[config.mk]
export PLATFORM = sky130hd
export DESIGN_NAME = debug_bus_responder
export DESIGN_NICKNAME = d
export VERILOG_FILES = /design/src/rtl/debug_bus_responder.sv
export SDC_FILE = /design/constraint.sdc
export NUM_CORES = 1
export LEC_CHECK = 0
export ABC_AREA = 1
export CORE_MARGIN = 5
export CORE_UTILIZATION = 33
export DETAILED_ROUTE_END_ITERATION = 12
export SLEW_MARGIN = 20
export SYNTH_ARGS = -nofsm -noshare
export SYNTH_HDL_FRONTEND = slang
export SYNTH_SLANG_ARGS = --single-unit
export TNS_END_PERCENT = 20
[constraint.sdc]
create_clock -name clock -period 1.45 [get_ports clock]
set_clock_uncertainty 0.15 [all_clocks]
set_input_delay 0.29 -clock clock [delete_from_list [all_inputs] [get_ports clock]]
set_output_delay 0.29 -clock clock [all_outputs]
set_load 0.05 [all_outputs]
[src/rtl/debug_bus_responder.sv]
// Debug-harness memory-bus slave: stands in for RAM so the core can be single-stepped on the board.
// Answers with programmable wait states, serves shifted stimulus on reads, folds writes into a signature.
module debug_bus_responder #(
  parameter int ADDRESS_SIZE  = 15,
  parameter int DATA_WIDTH    = 32,
  parameter int NUM_IRQ       = 2,
  parameter int WAIT_BITS     = 4,
  parameter int IRQ_PULSE     = 0,
  parameter int DISPLAY_WIDTH = 8
) (
  input  logic                      clock,
  input  logic                      reset,
  input  logic                      strobe,
  input  logic [DATA_WIDTH/8-1:0]   writeEnable,
  input  logic [ADDRESS_SIZE-1:0]   address,
  input  logic [DATA_WIDTH-1:0]     dataWrite,
  output logic [DATA_WIDTH-1:0]     dataRead,
  output logic                      ready,
  input  logic                      stimIn,
  input  logic [WAIT_BITS-1:0]      waitStates,
  input  logic [1:0]                displaySel,
  output logic [NUM_IRQ-1:0]        interruptReq,
  output logic [DISPLAY_WIDTH-1:0]  display
);

  localparam int NB = DATA_WIDTH / 8;

  // Handshake: the master raises strobe and holds it until ready (a one-cycle
  // pulse) or until it gives up by dropping strobe while we are still waiting.
  typedef enum logic [1:0] {
    ST_IDLE    = 2'd0,
    ST_WAIT    = 2'd1,
    ST_RESPOND = 2'd2
  } state_t;

  state_t                    state, next_state;
  logic [WAIT_BITS-1:0]      cnt, cnt_next;
  logic                      capture;
  logic                      abort_evt;

  logic [ADDRESS_SIZE-1:0]   addr_q;
  logic [NB-1:0]             we_q;
  logic [DATA_WIDTH-1:0]     wdata_q;
  logic [DATA_WIDTH-1:0]     read_q;
  logic [DATA_WIDTH-1:0]     drain;
  logic [DATA_WIDTH-1:0]     sig;
  logic [DATA_WIDTH-1:0]     masked;
  logic [15:0]               txn_count;
  logic [3:0]                abort_count;
  logic [7:0]                disp_src;

  always_comb begin
    next_state = state;
    cnt_next   = cnt;
    capture    = 1'b0;
    abort_evt  = 1'b0;
    unique case (state)
      ST_IDLE: begin
        if (strobe) begin
          capture    = 1'b1;
          cnt_next   = waitStates;
          next_state = (waitStates == '0) ? ST_RESPOND : ST_WAIT;
        end
      end
      ST_WAIT: begin
        if (!strobe) begin
          next_state = ST_IDLE;
          abort_evt  = 1'b1;
        end else if (cnt == WAIT_BITS'(1)) begin
          next_state = ST_RESPOND;
        end else begin
          cnt_next = cnt - WAIT_BITS'(1);
        end
      end
      ST_RESPOND: next_state = ST_IDLE;
      default:    next_state = ST_IDLE;
    endcase
  end

  always_ff @(posedge clock) begin
    if (!reset) begin
      state <= ST_IDLE;
      cnt   <= '0;
    end else begin
      state <= next_state;
      cnt   <= cnt_next;
    end
  end

  // Request capture; the read snapshot takes drain before this edge's shift.
  always_ff @(posedge clock) begin
    if (!reset) begin
      addr_q  <= '0;
      we_q    <= '0;
      wdata_q <= '0;
      read_q  <= '0;
    end else if (capture) begin
      addr_q  <= address;
      we_q    <= writeEnable;
      wdata_q <= dataWrite;
      read_q  <= drain;
    end
  end

  always_ff @(posedge clock) begin
    if (!reset) drain <= '0;
    else        drain <= {drain[DATA_WIDTH-2:0], stimIn};
  end

  always_comb begin
    masked = '0;
    for (int b = 0; b < NB; b++) begin
      if (we_q[b]) masked[b*8 +: 8] = wdata_q[b*8 +: 8];
    end
  end

  // Signature and counters commit on the edge that closes the RESPOND cycle.
  always_ff @(posedge clock) begin
    if (!reset) begin
      sig         <= '0;
      txn_count   <= '0;
      abort_count <= '0;
    end else begin
      if (state == ST_RESPOND) begin
        txn_count <= txn_count + 16'd1;
        if (we_q != '0)
          sig <= {sig[7:0], sig[DATA_WIDTH-1:8]} ^ masked ^ DATA_WIDTH'(addr_q);
      end
      if (abort_evt) abort_count <= abort_count + 4'd1;
    end
  end

  assign ready    = (state == ST_RESPOND);
  assign dataRead = (ready && we_q == '0) ? read_q : '0;

  generate
    if (IRQ_PULSE != 0) begin : g_pulse
      logic [NUM_IRQ-1:0] irq_prev;
      always_ff @(posedge clock) begin
        if (!reset) begin
          irq_prev     <= '0;
          interruptReq <= '0;
        end else begin
          irq_prev     <= drain[NUM_IRQ-1:0];
          interruptReq <= drain[NUM_IRQ-1:0] & ~irq_prev;
        end
      end
    end else begin : g_level
      always_ff @(posedge clock) begin
        if (!reset) interruptReq <= '0;
        else        interruptReq <= drain[NUM_IRQ-1:0];
      end
    end
  endgenerate

  always_comb begin
    disp_src = 8'h00;
    unique case (displaySel)
      2'b00: disp_src = sig[7:0];
      2'b01: disp_src = txn_count[7:0];
      2'b10: disp_src = {abort_count, state, ready, strobe};
      2'b11: disp_src = drain[7:0];
      default: disp_src = 8'h00;
    endcase
  end

  always_ff @(posedge clock) begin
    if (!reset) display <= '0;
    else        display <= disp_src[DISPLAY_WIDTH-1:0];
  end

endmodule
# Word-level counts from Yosys, hierarchy flattened
# Cells that the tools add are included.
# word_totals
reg_bits	183
latch_bits	0
ram_bits	0
rom_bits	0
in_bits	61
output_inout_bits	43
elab_cells	56
mem_count	0
# op_classes
n_addsub	3
mul	0
div	0
n_lt_le_gt_ge	0
n_eq_ne	10
shift	0
mux	19
bitwise	2
n_reduce_logical	10
# ops
cell	count
32-bit 2-to-1 mux	1
8-bit 2-to-1 mux	4
8-bit one-hot mux with 4 select lines	1
32-bit by 15-bit bitwise XOR with 32-bit output	1
32-bit bitwise XOR	1
16-bit by 1-bit adder with 16-bit output, second input constant	1
4-bit 2-to-1 mux	3
4-bit logical NOT	2
2-bit 2-to-1 mux	4
4-bit one-hot mux with 2 select lines	1
2-bit equality test, second input constant	3
2-bit inequality test, second input constant	3
4-bit by 1-bit adder with 4-bit output, second input constant	1
2-bit by 1-bit equality test with 1-bit output, second input constant	2
4-bit by 1-bit equality test with 1-bit output, second input constant	1
2-bit logical NOT	2
1-bit 2-to-1 mux	4
2-bit one-hot mux with 2 select lines	1
2-bit AND reduction	2
4-bit AND reduction	1
4-bit nonzero test	1
4-bit by 1-bit subtractor with 4-bit output, second input constant	1
3-bit inequality test, second input constant	1
2-bit nonzero test	1
1-bit logical AND	1

# Depth between registers and ports, before layout
# Gate-level depths: netlist of run 1.
# logic_depth
depth_word	4
depth_mapped	9
mapped_depth_nobuf	9

# Worst setup path before layout of run 1
# OpenSTA, ideal clock, no wires.
# synth_path
path_type	register to output
startpoint	register state[0]
endpoint	output dataRead[10]
arrival_ns	1.796
slack_ns	-0.786
path_stages_with_launch	6
cell_sequence	dfxtp_1 -> buf_4 -> nor2_8 -> nand3_1 -> clkbuf_1 -> nor2_1
# synth_between
elab_chain_len	3
# synth_rtl
element	line	rtl
from (decl)	36	state_t state, next_state;
from (signal assigned)	85	state <= next_state;
2-bit equality test	133	assign ready = (state == ST_RESPOND);
named net ready	18	output logic ready,
1-bit logical AND	134	assign dataRead = (ready && we_q == '0) ? read_q : '0;
32-bit 2-to-1 mux	134	
to (decl)	17	output logic [DATA_WIDTH-1:0] dataRead,
# The timed path passes the listed nets, and every way through them passes these cells.

# Worst setup path in the final report of run 1
# layout_path
startpoint	register we_q[1]
endpoint	output dataRead[26]
# layout_between
elab_chain_len	3
# layout_rtl
element	line	rtl
from (decl)	42	logic [NB-1:0] we_q;
from (signal assigned)	99	we_q <= writeEnable;
4-bit logical NOT	134	
1-bit logical AND	134	
32-bit 2-to-1 mux	134	
# Every way passes these cells.

==> summary.txt, run 1 <==
Status
  • Status: finished with violations
  • Failing checks: negative setup slack

Routing
  • Residual DRC: 0
  • Detailed Route Iter0 Violations: ~310
  • Detail Route Antenna Nets: 0
  • Routed wire length: 17,100 um
  • Average wire per standard cell: between 10 and 15 um
  • First-pass DRT Iterations: 4
  • Post-DR vias/cell: about 4.4
  • Via Count: roughly 6,000

Critical path
  • RR Endpoint: sig[13]
  • Slowest CP cell: dfxtp_1
  • Critical path origin: we_q[1]
  • CP delay by family, top: buffers and inverters
  • Req. time, crit path: 1.01 ns
  • Cell breakdown of the critical path: nor2_1 -> buf_4 -> nand3_4 -> clkbuf_16 -> nor2_4 -> buf_12
  • Crit Path Class: reg -> out
  • Reg2reg start: state[1]
  • Reg2Reg Setup Slack: -0.09 ns
  • Highest net fanout along the worst path: 16
  • Buf/Inv on CP: 3
  • Reg2Reg Depth: 8
  • Crit path launch type: register
  • Worst EP arrival: ~1.6 ns
  • CP endpoint kind: primary output
  • CP max stage delay: approximately 0.33 ns
  • CP endpoint: dataRead[26]
  • Crit. path cell count: 6

Place
  • Port bufs: 103
  • Cell Area, Placed: between 9000 and 10,000 sq um
  • Detailed placement HPWL: around 12,000 um
  • RD Place Congestion: 0.884

Clock tree
  • CTS tree: built
  • Max H-tree Level: 4
  • CTS Root Cell: clkbuf_16
  • TritonCTS sink count: approximately 170
  • Bufs on Longest Clock Path: 2
  • Setup bufs post-CTS: 0
  • Num CTS Buffers: 17
  • Clock slew at reported path FFs: 0.07 ns
  • Clk_lat worst skew: about 0.43 ns

Timing
  • RSZ-0062 raised after global routing: true
  • Fmax: 486 MHz
  • Slew Viols, Final: 0
  • Fin Setup TNS: -19.92 ns
  • Hold Fails Final Rpt: 0
  • Final WS setup: -0.606 ns
  • Min Tclk post-route: roughly 2.1 ns
  • Final setup violation count: 64
  • Worst slew pin tran: 0.330 ns
  • Final Cycle Share: 1.42
  • Slew HR: 0.780

Global routing
  • Congestion Overflow GR: 0
  • Global-route wire length before repair: about 28,000 um
  • Largest net degree at the start of global routing: approximately 70
  • Global Route Usage Sum: 0.141
  • Vias in the first global route: ~5,600
  • Initial antenna violation count: 0

Finish
  • Most frequent cells in the layout: nand2_1, dfxtp_1, nor2_1, inv_1, o21ai_0
  • Ratio of cells with drive above 1 in the final layout: 0.167
  • Nets: approximately 1,100
  • Most common cell after layout, fill and taps aside: nand2_1
  • Layout Cell Area excl Fill: between 9000 and 10,000 sq um
  • Ant diodes: 0
  • FILL cells: between 2,000 and 2,500
  • P&R area growth vs syn: 40.7%
  • Final core occ: 0.473

Yosys
  • Post-Syn Area: around 7100 sq um
  • Register area share after synthesis: 0.488
  • EDFF count, synth: 0
  • Synthesized Nets: 1,022
  • Asr flop ratio synth: 0
  • Syn Area/Cell: ~7.4 sq um
  • Synth Warn #: 0
  • Flops & latches, synth: approximately 170
  • Main flop type after synthesis: dfxtp_1
  • Synth top area cells: dfxtp_1, nand2_1, nor2_1
  • Yosys top cell by area: dfxtp_1
  • Mapped Cells: 957
  • Post-synth cell types: 27
  • Top cell type's share of synthesized area: 0.488

Power
  • P_leak: between 4 and 5 nW
  • Clock power share: 0.418
  • Cell Int Power: slightly below 8 mW
  • PwrDens: around 1100 nW/um^2
  • Sw Share: 0.261
  • Max rail drop VDD: between 700 and 800 uV
  • Comb power frac: 0.105
  • Sw power: 2.79 mW
  • Sequential Power Share: 0.477

Flow run
  • Maxcap violations: 0

Die
  • Starting Density: 0.336
  • Die Ht: around 160 um
  • Core ar.: approximately 21,000 sq um
  • I/O Pins: between 100 and 150
  • Die area: around 25,000 sq um
  • Chip Width: about 160 um
  • Row count: 53

Min path
  • HP Class: in -> reg
-- power by group through the flow --
stage | sequential (mW) | combinational, mW | clock, mW
after detailed placement | 5.20 | 1.10 | 0
after global placement | 5.20 | 1.09 | 0
after CTS | 5.10 | 1.12 | 4.56
after global routing | 5.12 | 1.26 | 4.76
final | 5.09 | 1.12 | 4.47
after floorplan | 5.18 | 0.655 | 0
-- per-stage QoR --
stage	setup WS (ns)	std cells	power [mW]	hold WS, ns
after global routing	-0.684	1356	11.1	0.0467
after CTS	-0.659	1355	10.8	0.0297
after global placement	-0.356	1323	6.29	0.259
after floorplan	-0.347	957	5.84	0.238
final	-0.606	1356	10.7	0.0482
after detailed placement	-0.373	1323	6.31	0.263
-- cell type report --
cell class              count  area [sq um]  area share
inverters                 102           388      0.0389
multi-input cells         631          3290       0.330
well taps                 275           344      0.0345
repair buffers            143          1900       0.191
flip-flops and latches    173          3470       0.348
clock buffers              17           425      0.0426
clock inverters            15           150      0.0151
-- Yosys cell counts (6+ instances only) --
cell,number
xor2_1,15
nand2_1,179
clkbuf_1,28
xnor2_1,34
a31oi_1,6
nand3_1,10
buf_2,12
a21oi_1,81
o21ai_0,117
dfxtp_1,173
inv_1,98
nor2_1,174
-- timing repair --
action | CTS | global route
cloned | 0 | 1
resized for setup | 10 | 43
hold buffers | 0 | 0
endpoints found under the hold margin | 0 | 0
endpoints found under the setup margin | 103 | 162
-- sequential cells by signal, indices dropped and copies added (netlist names) --
name and flops:
drain 32, read_q 32, sig 32, wdata_q 32, addr_q 15, display 8, txn_count 8, abort_count 4
cnt 4, we_q 4, state 2
-- layer usage --
layer	share of wire	global-route usage
met1	0.48	0.190
met2	0.46	0.223
met3	0.042	0.0346
met4	0.0097	0.0413
met5	0	0
-- worst min path at each step --
stage	from	end	slack, ns	depth (start not counted)
after floorplan	stimIn	drain[0]	0.24	2
after global placement	drain[30]	drain[31]	0.26	2
after detailed placement	drain[28]	drain[29]	0.26	2
after CTS	reset	txn_count[4]	0.03	3
after global routing	reset	txn_count[2]	0.05	3
final	reset	txn_count[4]	0.05	3
-- kinds of logic after synthesis --
family / after synthesis / share of synthesized area
and+or+nand+nor: 372 / 0.206
AOI/OAI and AO/OA: 206 / 0.147
adders and majority gates: 4 / 0.00706
xor gates and xnor gates: 49 / 0.0605
buffers and inverters: 153 / 0.0909
DFF: 173 / 0.488
-- tightest hold or removal path, delay by kind of cell --
kind	cells	cell delay (ns)
AND/OR/NAND/NOR	2	0.11
buffers and inverters	1	0.18
No activity file was read; power rests on OpenSTA's default activity.
==> run 2, diff against run 1 <==
--- a/config.mk
+++ b/config.mk
@@ -8,6 +8,7 @@
 export ABC_AREA = 1
 export CORE_MARGIN = 5
 export CORE_UTILIZATION = 33
+export CTS_BUF_LIST = sky130_fd_sc_hd__clkbuf_16
 export DETAILED_ROUTE_END_ITERATION = 12
 export SLEW_MARGIN = 20
 export SYNTH_ARGS = -nofsm -noshare
==> results of run 2 <==
The final DEF is identical to that of run 1; final timing and power are the same.
